===== src/rtl/ipif_arb_pkg.sv =====
// ipif_arb_pkg: shared types and constants for the two-master IPIF arbiter
package ipif_arb_pkg;
  typedef enum logic [1:0] {IDLE, ISSUE, WAIT, RELEASE} arb_state_t;
  typedef enum logic {READ, WRITE} txn_t;
  localparam logic [15:0] TO_SAT = 16'hFFFF;
endpackage


===== src/rtl/ipif_arbiter.sv =====
// ipif_arbiter: round-robin arbiter between two IPIF masters and one register-bank slave
module ipif_arbiter
  import ipif_arb_pkg::*;
#(
  parameter int C_S_AXI_DATA_WIDTH = 32,
  parameter int N_REG = 2,
  parameter int TIMEOUT_CYCLES = 16,
  parameter logic [C_S_AXI_DATA_WIDTH-1:0] TIMEOUT_DATA = 32'hDEAD_BEEF
) (
  input  logic                          clk,
  input  logic                          IPIF_bus2ip_resetn,
  input  logic [C_S_AXI_DATA_WIDTH-1:0] m0_bus2ip_data,
  input  logic [C_S_AXI_DATA_WIDTH-1:0] m1_bus2ip_data,
  input  logic [N_REG-1:0]              m0_bus2ip_rdce,
  input  logic [N_REG-1:0]              m1_bus2ip_rdce,
  input  logic [N_REG-1:0]              m0_bus2ip_wrce,
  input  logic [N_REG-1:0]              m1_bus2ip_wrce,
  output logic [C_S_AXI_DATA_WIDTH-1:0] m0_ip2bus_data,
  output logic [C_S_AXI_DATA_WIDTH-1:0] m1_ip2bus_data,
  output logic                          m0_ip2bus_rdack,
  output logic                          m1_ip2bus_rdack,
  output logic                          m0_ip2bus_wrack,
  output logic                          m1_ip2bus_wrack,
  output logic [C_S_AXI_DATA_WIDTH-1:0] s_bus2ip_data,
  output logic [N_REG-1:0]              s_bus2ip_rdce,
  output logic [N_REG-1:0]              s_bus2ip_wrce,
  input  logic [C_S_AXI_DATA_WIDTH-1:0] s_ip2bus_data,
  input  logic                          s_ip2bus_rdack,
  input  logic                          s_ip2bus_wrack,
  output logic                          busy,
  output logic [15:0]                   timeout_count
);
  localparam logic [15:0] TMO_LAST = 16'(TIMEOUT_CYCLES - 1);
  arb_state_t state_q, state_d;
  txn_t txn_q, txn_d;
  logic last_q, last_d, busy_q, busy_d;
  logic [15:0] timer_q, timer_d, tcnt_q, tcnt_d;
  logic [C_S_AXI_DATA_WIDTH-1:0] s_data_q, s_data_d;
  logic [N_REG-1:0] s_rdce_q, s_rdce_d, s_wrce_q, s_wrce_d;
  logic [1:0] rdack_q, rdack_d, wrack_q, wrack_d;
  logic [C_S_AXI_DATA_WIDTH-1:0] mdata_q [2];
  logic [C_S_AXI_DATA_WIDTH-1:0] mdata_d [2];
  logic req0, req1, gnt, hit;
  logic [N_REG-1:0] sel_wr, sel_rd;
  assign req0   = |m0_bus2ip_rdce | |m0_bus2ip_wrce;
  assign req1   = |m1_bus2ip_rdce | |m1_bus2ip_wrce;
  assign gnt    = (req0 & req1) ? ~last_q : req1;
  assign sel_wr = gnt ? m1_bus2ip_wrce : m0_bus2ip_wrce;
  assign sel_rd = gnt ? m1_bus2ip_rdce : m0_bus2ip_rdce;
  assign hit    = txn_q == READ ? s_ip2bus_rdack : s_ip2bus_wrack;
  always_comb begin
    state_d  = state_q;
    txn_d    = txn_q;
    last_d   = last_q;
    timer_d  = timer_q;
    tcnt_d   = tcnt_q;
    s_data_d = s_data_q;
    s_rdce_d = s_rdce_q;
    s_wrce_d = s_wrce_q;
    rdack_d  = '0;
    wrack_d  = '0;
    mdata_d  = mdata_q;
    unique case (state_q)
      IDLE: if (req0 | req1) begin
        last_d   = gnt;
        txn_d    = |sel_wr ? WRITE : READ;
        s_wrce_d = sel_wr;
        s_rdce_d = |sel_wr ? '0 : sel_rd;
        s_data_d = gnt ? m1_bus2ip_data : m0_bus2ip_data;
        timer_d  = '0;
        state_d  = ISSUE;
      end
      ISSUE: begin
        s_data_d = '0;
        s_rdce_d = '0;
        s_wrce_d = '0;
        state_d  = WAIT;
      end
      WAIT: if (hit || timer_q == TMO_LAST) begin
        rdack_d[last_q] = txn_q == READ;
        wrack_d[last_q] = txn_q == WRITE;
        if (txn_q == READ) mdata_d[last_q] = hit ? s_ip2bus_data : TIMEOUT_DATA;
        if (!hit) tcnt_d = tcnt_q == TO_SAT ? tcnt_q : tcnt_q + 16'd1;
        state_d = RELEASE;
      end else begin
        timer_d = timer_q + 16'd1;
      end
      RELEASE: state_d = IDLE;
    endcase
    busy_d = state_d != IDLE;
  end
  always_ff @(posedge clk or negedge IPIF_bus2ip_resetn) begin
    if (!IPIF_bus2ip_resetn) begin
      state_q  <= IDLE;
      txn_q    <= READ;
      last_q   <= 1'b1;
      busy_q   <= 1'b0;
      timer_q  <= '0;
      tcnt_q   <= '0;
      s_data_q <= '0;
      s_rdce_q <= '0;
      s_wrce_q <= '0;
      rdack_q  <= '0;
      wrack_q  <= '0;
      mdata_q  <= '{default: '0};
    end else begin
      state_q  <= state_d;
      txn_q    <= txn_d;
      last_q   <= last_d;
      busy_q   <= busy_d;
      timer_q  <= timer_d;
      tcnt_q   <= tcnt_d;
      s_data_q <= s_data_d;
      s_rdce_q <= s_rdce_d;
      s_wrce_q <= s_wrce_d;
      rdack_q  <= rdack_d;
      wrack_q  <= wrack_d;
      mdata_q  <= mdata_d;
    end
  end
  assign m0_ip2bus_data  = mdata_q[0];
  assign m1_ip2bus_data  = mdata_q[1];
  assign m0_ip2bus_rdack = rdack_q[0];
  assign m1_ip2bus_rdack = rdack_q[1];
  assign m0_ip2bus_wrack = wrack_q[0];
  assign m1_ip2bus_wrack = wrack_q[1];
  assign s_bus2ip_data   = s_data_q;
  assign s_bus2ip_rdce   = s_rdce_q;
  assign s_bus2ip_wrce   = s_wrce_q;
  assign busy            = busy_q;
  assign timeout_count   = tcnt_q;
endmodule


===== config.mk =====
export PLATFORM = sky130hd
export DESIGN_NAME = ipif_arbiter
export DESIGN_NICKNAME = d
export VERILOG_FILES = /design/src/rtl/ipif_arb_pkg.sv /design/src/rtl/ipif_arbiter.sv
export SDC_FILE = /design/constraint.sdc
export NUM_CORES = 1
export LEC_CHECK = 0
export CORE_UTILIZATION = 35
export CTS_BUF_LIST = sky130_fd_sc_hd__clkbuf_2
export DETAILED_ROUTE_END_ITERATION = 10
export PLACE_DENSITY = 0.75
export SETUP_SLACK_MARGIN = 0.4
export SLEW_MARGIN = 20
export SYNTH_ARGS = -nofsm -noshare
export SYNTH_HDL_FRONTEND = slang
export SYNTH_SLANG_ARGS = --single-unit

===== constraint.sdc =====
create_clock -name clk -period 4.74 [get_ports clk]
set_clock_uncertainty 0.05 [all_clocks]
set_input_delay 0.711 -clock clk [delete_from_list [all_inputs] [get_ports clk]]
set_output_delay 0.711 -clock clk [all_outputs]
set_load 0.01 [all_outputs]

==> impl_metrics.env <==
export IMPL_outcome="finished clean"
export IMPL_p_leak_nw=3.76
export IMPL_overflow=0
export IMPL_gp_congestion=0.805
export IMPL_max_stage_delay_ps=570
export IMPL_crit_path_end_kind="output port"
export IMPL_vias=5069
export IMPL_core_area_um2=17500
export IMPL_cts_sinks=141
export IMPL_dp_cells=965
export IMPL_nets=872
export IMPL_grt_start_max_net_pins=107
export IMPL_tritoncts="done"
export IMPL_antenna_violating_nets_post_route=0
export IMPL_grt_pass1_wl_um=26000
export IMPL_io_buffer_count=228
export IMPL_worstMarginPinSlew_ps=965
export IMPL_setup_worst_path_start_class="flip-flop"
export IMPL_critPathSlowestCell="clkdlybuf4s50_1"
export IMPL_yosys_top_cells_area="dfrtp_1 (55%), a2bb2oi_1 (6.6%), mux2i_1 (6.2%), nand2_1 (2.9%), xnor2_1 (2.6%)"
export IMPL_cts_resized=0
export IMPL_clock_latency_ps=690
export IMPL_synth_distinct_cells=52
export IMPL_cp_data_required_time_ps=3980
export IMPL_hold_violations=0
export IMPL_synth_edff_count=0
export IMPL_cp_max_fo=6
export IMPL_cts_htree_levels=4
export IMPL_syn_instance_count=547
export IMPL_slew_headroom_pct=35.6
export IMPL_initial_core_util_pct=36.2
export IMPL_crit_type="flip-flop to output port"
export IMPL_p_per_area_nw_per_um2=543
export IMPL_fin_ws_ps=2220
export IMPL_drt_iter0_drc=379
export IMPL_antenna_found_initial=1
export IMPL_via_per_inst=5.08
export IMPL_cp_arrival_ps=1760
export IMPL_async_flop_share_pct=100
export IMPL_path_cells="clkdlybuf4s50_1"
export IMPL_syn_cell_area_um2=6330
export IMPL_critPathTopFamily="buffers and inverters"
export IMPL_layout_cells_non_filler=998
export IMPL_synth_avg_cell_area_um2=11.6
export IMPL_ys_seq_area_share_pct=55.8
export IMPL_yosysWarnings=0
export IMPL_tns_ps=0
export IMPL_fin_crit_sh_pct=53.2
export IMPL_fillers=1573
export IMPL_slew_violations=0
export IMPL_rsz0062_at_grt="no"
export IMPL_synth_fp_nets=660
export IMPL_dp_slack_ps=1540
export IMPL_die_area_um2=18600
export IMPL_wl_um=16900
export IMPL_yosys_area_top_type_share_pct=55.3
export IMPL_drt_wirelength_per_cell_um=16.9
export IMPL_clk_pin_slew_worst_paths_ps=230
export IMPL_cts_buffer_depth=2
export IMPL_die_w_um=136
export IMPL_route_detailed_drc=0
export IMPL_drt_first_pass_iters=4
export IMPL_grt_usage_pct=18.2
export IMPL_rows=48
export IMPL_place_area_um2=8680
export IMPL_final_area_um2=8890
export IMPL_vdd_drop_max_v=0.000271
export IMPL_drive_gt1_share_pct=8.03
export IMPL_cap_violations=0
export IMPL_place_hpwl_um=11900
export IMPL_post_cts_buffers=0
export IMPL_worst_path_buf_inv=1
export IMPL_hp_class="input port to async pin"
export IMPL_period_needed_ps=2520
export IMPL_ys_seq_elements=141
export IMPL_numCtsBuffers=17
export IMPL_syn_to_final_growth_pct=40.4
export IMPL_yosys_most_used_dff="dfrtp_1"
export IMPL_cts_hold_buf=0
export IMPL_finalSetupViolCount=0
export IMPL_max_freq_ghz=0.396
export IMPL_cts_root_buf="clkbuf_2"
export IMPL_synth_top_area_cell="dfrtp_1"
export IMPL_grt_pass1_vias=4867
export IMPL_dieHeight_um=136
export IMPL_io_pins=229
export IMPL_power_total_mw=4.83
final timing paths:
path / from / endpoint / slack (ps) / depth (start not counted)
max in group asynchronous: IPIF_bus2ip_resetn / timer_q[6] / 3510 / 2
min in group clk: s_bus2ip_data[18] / s_bus2ip_data[18] / 450 / 2
min reg2reg: s_bus2ip_data[18] / s_bus2ip_data[18] / 450 / 2
min: IPIF_bus2ip_resetn / m1_ip2bus_data[13] / 50 / 1
max reg2reg: timer_q[0] / m1_ip2bus_data[18] / 2290 / 7
max: timeout_count[8] / timeout_count[8] / 2220 / 1
area by class of cell:
| type | count | area (um2) | share of cell area [%] |
|---|---|---|---|
| Antenna cell | 1 | 2.50 | 0.0282 |
| Clock buffer | 18 | 90.1 | 1.01 |
| Clock inverter | 14 | 110 | 1.24 |
| Inverter | 8 | 30.0 | 0.338 |
| Multi-Input combinational cell | 359 | 2530 | 28.5 |
| Sequential cell | 141 | 3530 | 39.7 |
| Tap cell | 225 | 282 | 3.17 |
| Timing Repair Buffer | 232 | 2310 | 26.0 |
where the power goes:
group	switching, mW	internal (mW)
Combinational	1.09	1.25
Sequential	0.251	1.63
Clock	0.469	0.146
Total	1.81	3.02
registers in the layout, indices dropped and copies added, names as in the netlist, 16 cells and up:
| register | cells |
|---|---|
| s_bus2ip_data | 32 |
| m1_ip2bus_data | 32 |
| timer_q | 16 |
| timeout_count | 16 |
| m0_ip2bus_data | 32 |
synthesized netlist by cell type (all sizes together) (8+ instances only):
| cell type | count |
|---|---|
| a32o | 16 |
| buf | 19 |
| nand3 | 16 |
| nor2b | 25 |
| a2bb2oi | 48 |
| inv | 8 |
| nand2 | 52 |
| nand4 | 13 |
| dfrtp | 140 |
| nor2 | 17 |
| xnor2 | 19 |
| mux2i | 39 |
| o21ai | 45 |
| clkbuf | 20 |
worst reg2reg max path, stage by stage (launching register included):
cell,delay (ps)
dfrtp_1,450
ha_1,210
and3_1,300
and4_4,310
o21a_1,210
nand2_2,190
inv_2,440
a2bb2oi_1,240
layout by cell type (no fill, tap or decap), types with 4 or more instances in the layout:
master | netlist | final
a21oi_1 | 7 | 7
a2bb2oi_1 | 48 | 48
a32o_1 | 16 | 16
and2_1 | 4 | 4
and3_1 | 7 | 7
and4_1 | 4 | 4
buf_4 | 5 | 4
clkbuf_2 | 3 | 18
clkdlybuf4s50_1 | 0 | 227
clkinvlp_4 | 0 | 6
dfrtp_1 | 140 | 140
ha_1 | 5 | 5
inv_1 | 6 | 6
inv_6 | 0 | 4
mux2i_1 | 39 | 39
nand2_1 | 49 | 49
nand3_1 | 16 | 16
nand4_1 | 13 | 13
nor2_1 | 17 | 17
nor2b_1 | 25 | 25
nor3_1 | 6 | 6
nor4_1 | 6 | 6
o21ai_0 | 30 | 30
o21ai_1 | 8 | 8
o21ai_2 | 6 | 6
or3_1 | 5 | 5
xnor2_1 | 19 | 19
cells by family after synthesis:
family | count (synthesis) | synth area share (%)
AOI/OAI and AO/OA | 125 | 15.4
xor gates and xnor gates | 20 | 2.77
adders and majority gates | 5 | 0.988
buffers and inverters | 47 | 4.27
DFF | 141 | 55.8
muxes | 42 | 6.76
and+or+nand+nor | 167 | 14.1
per-layer routing:
layer	global-route usage [%]	wire length, um	up-vias
li1	-	-	2403
met1	23.6	7240	2473
met2	29.6	8250	173
met3	4.44	1150	20
met4	5.80	259	0
met5	0	0	-
stage by stage:
stage	hold WS (ps)	utilization, %
after detailed placement	418	49.7
final	53.5	50.9
after floorplan	365	-
after CTS	10.7	50.8
after global placement	410	49.7
after global routing	24.3	50.9
Note: power is estimated with default switching activity, not from simulation.
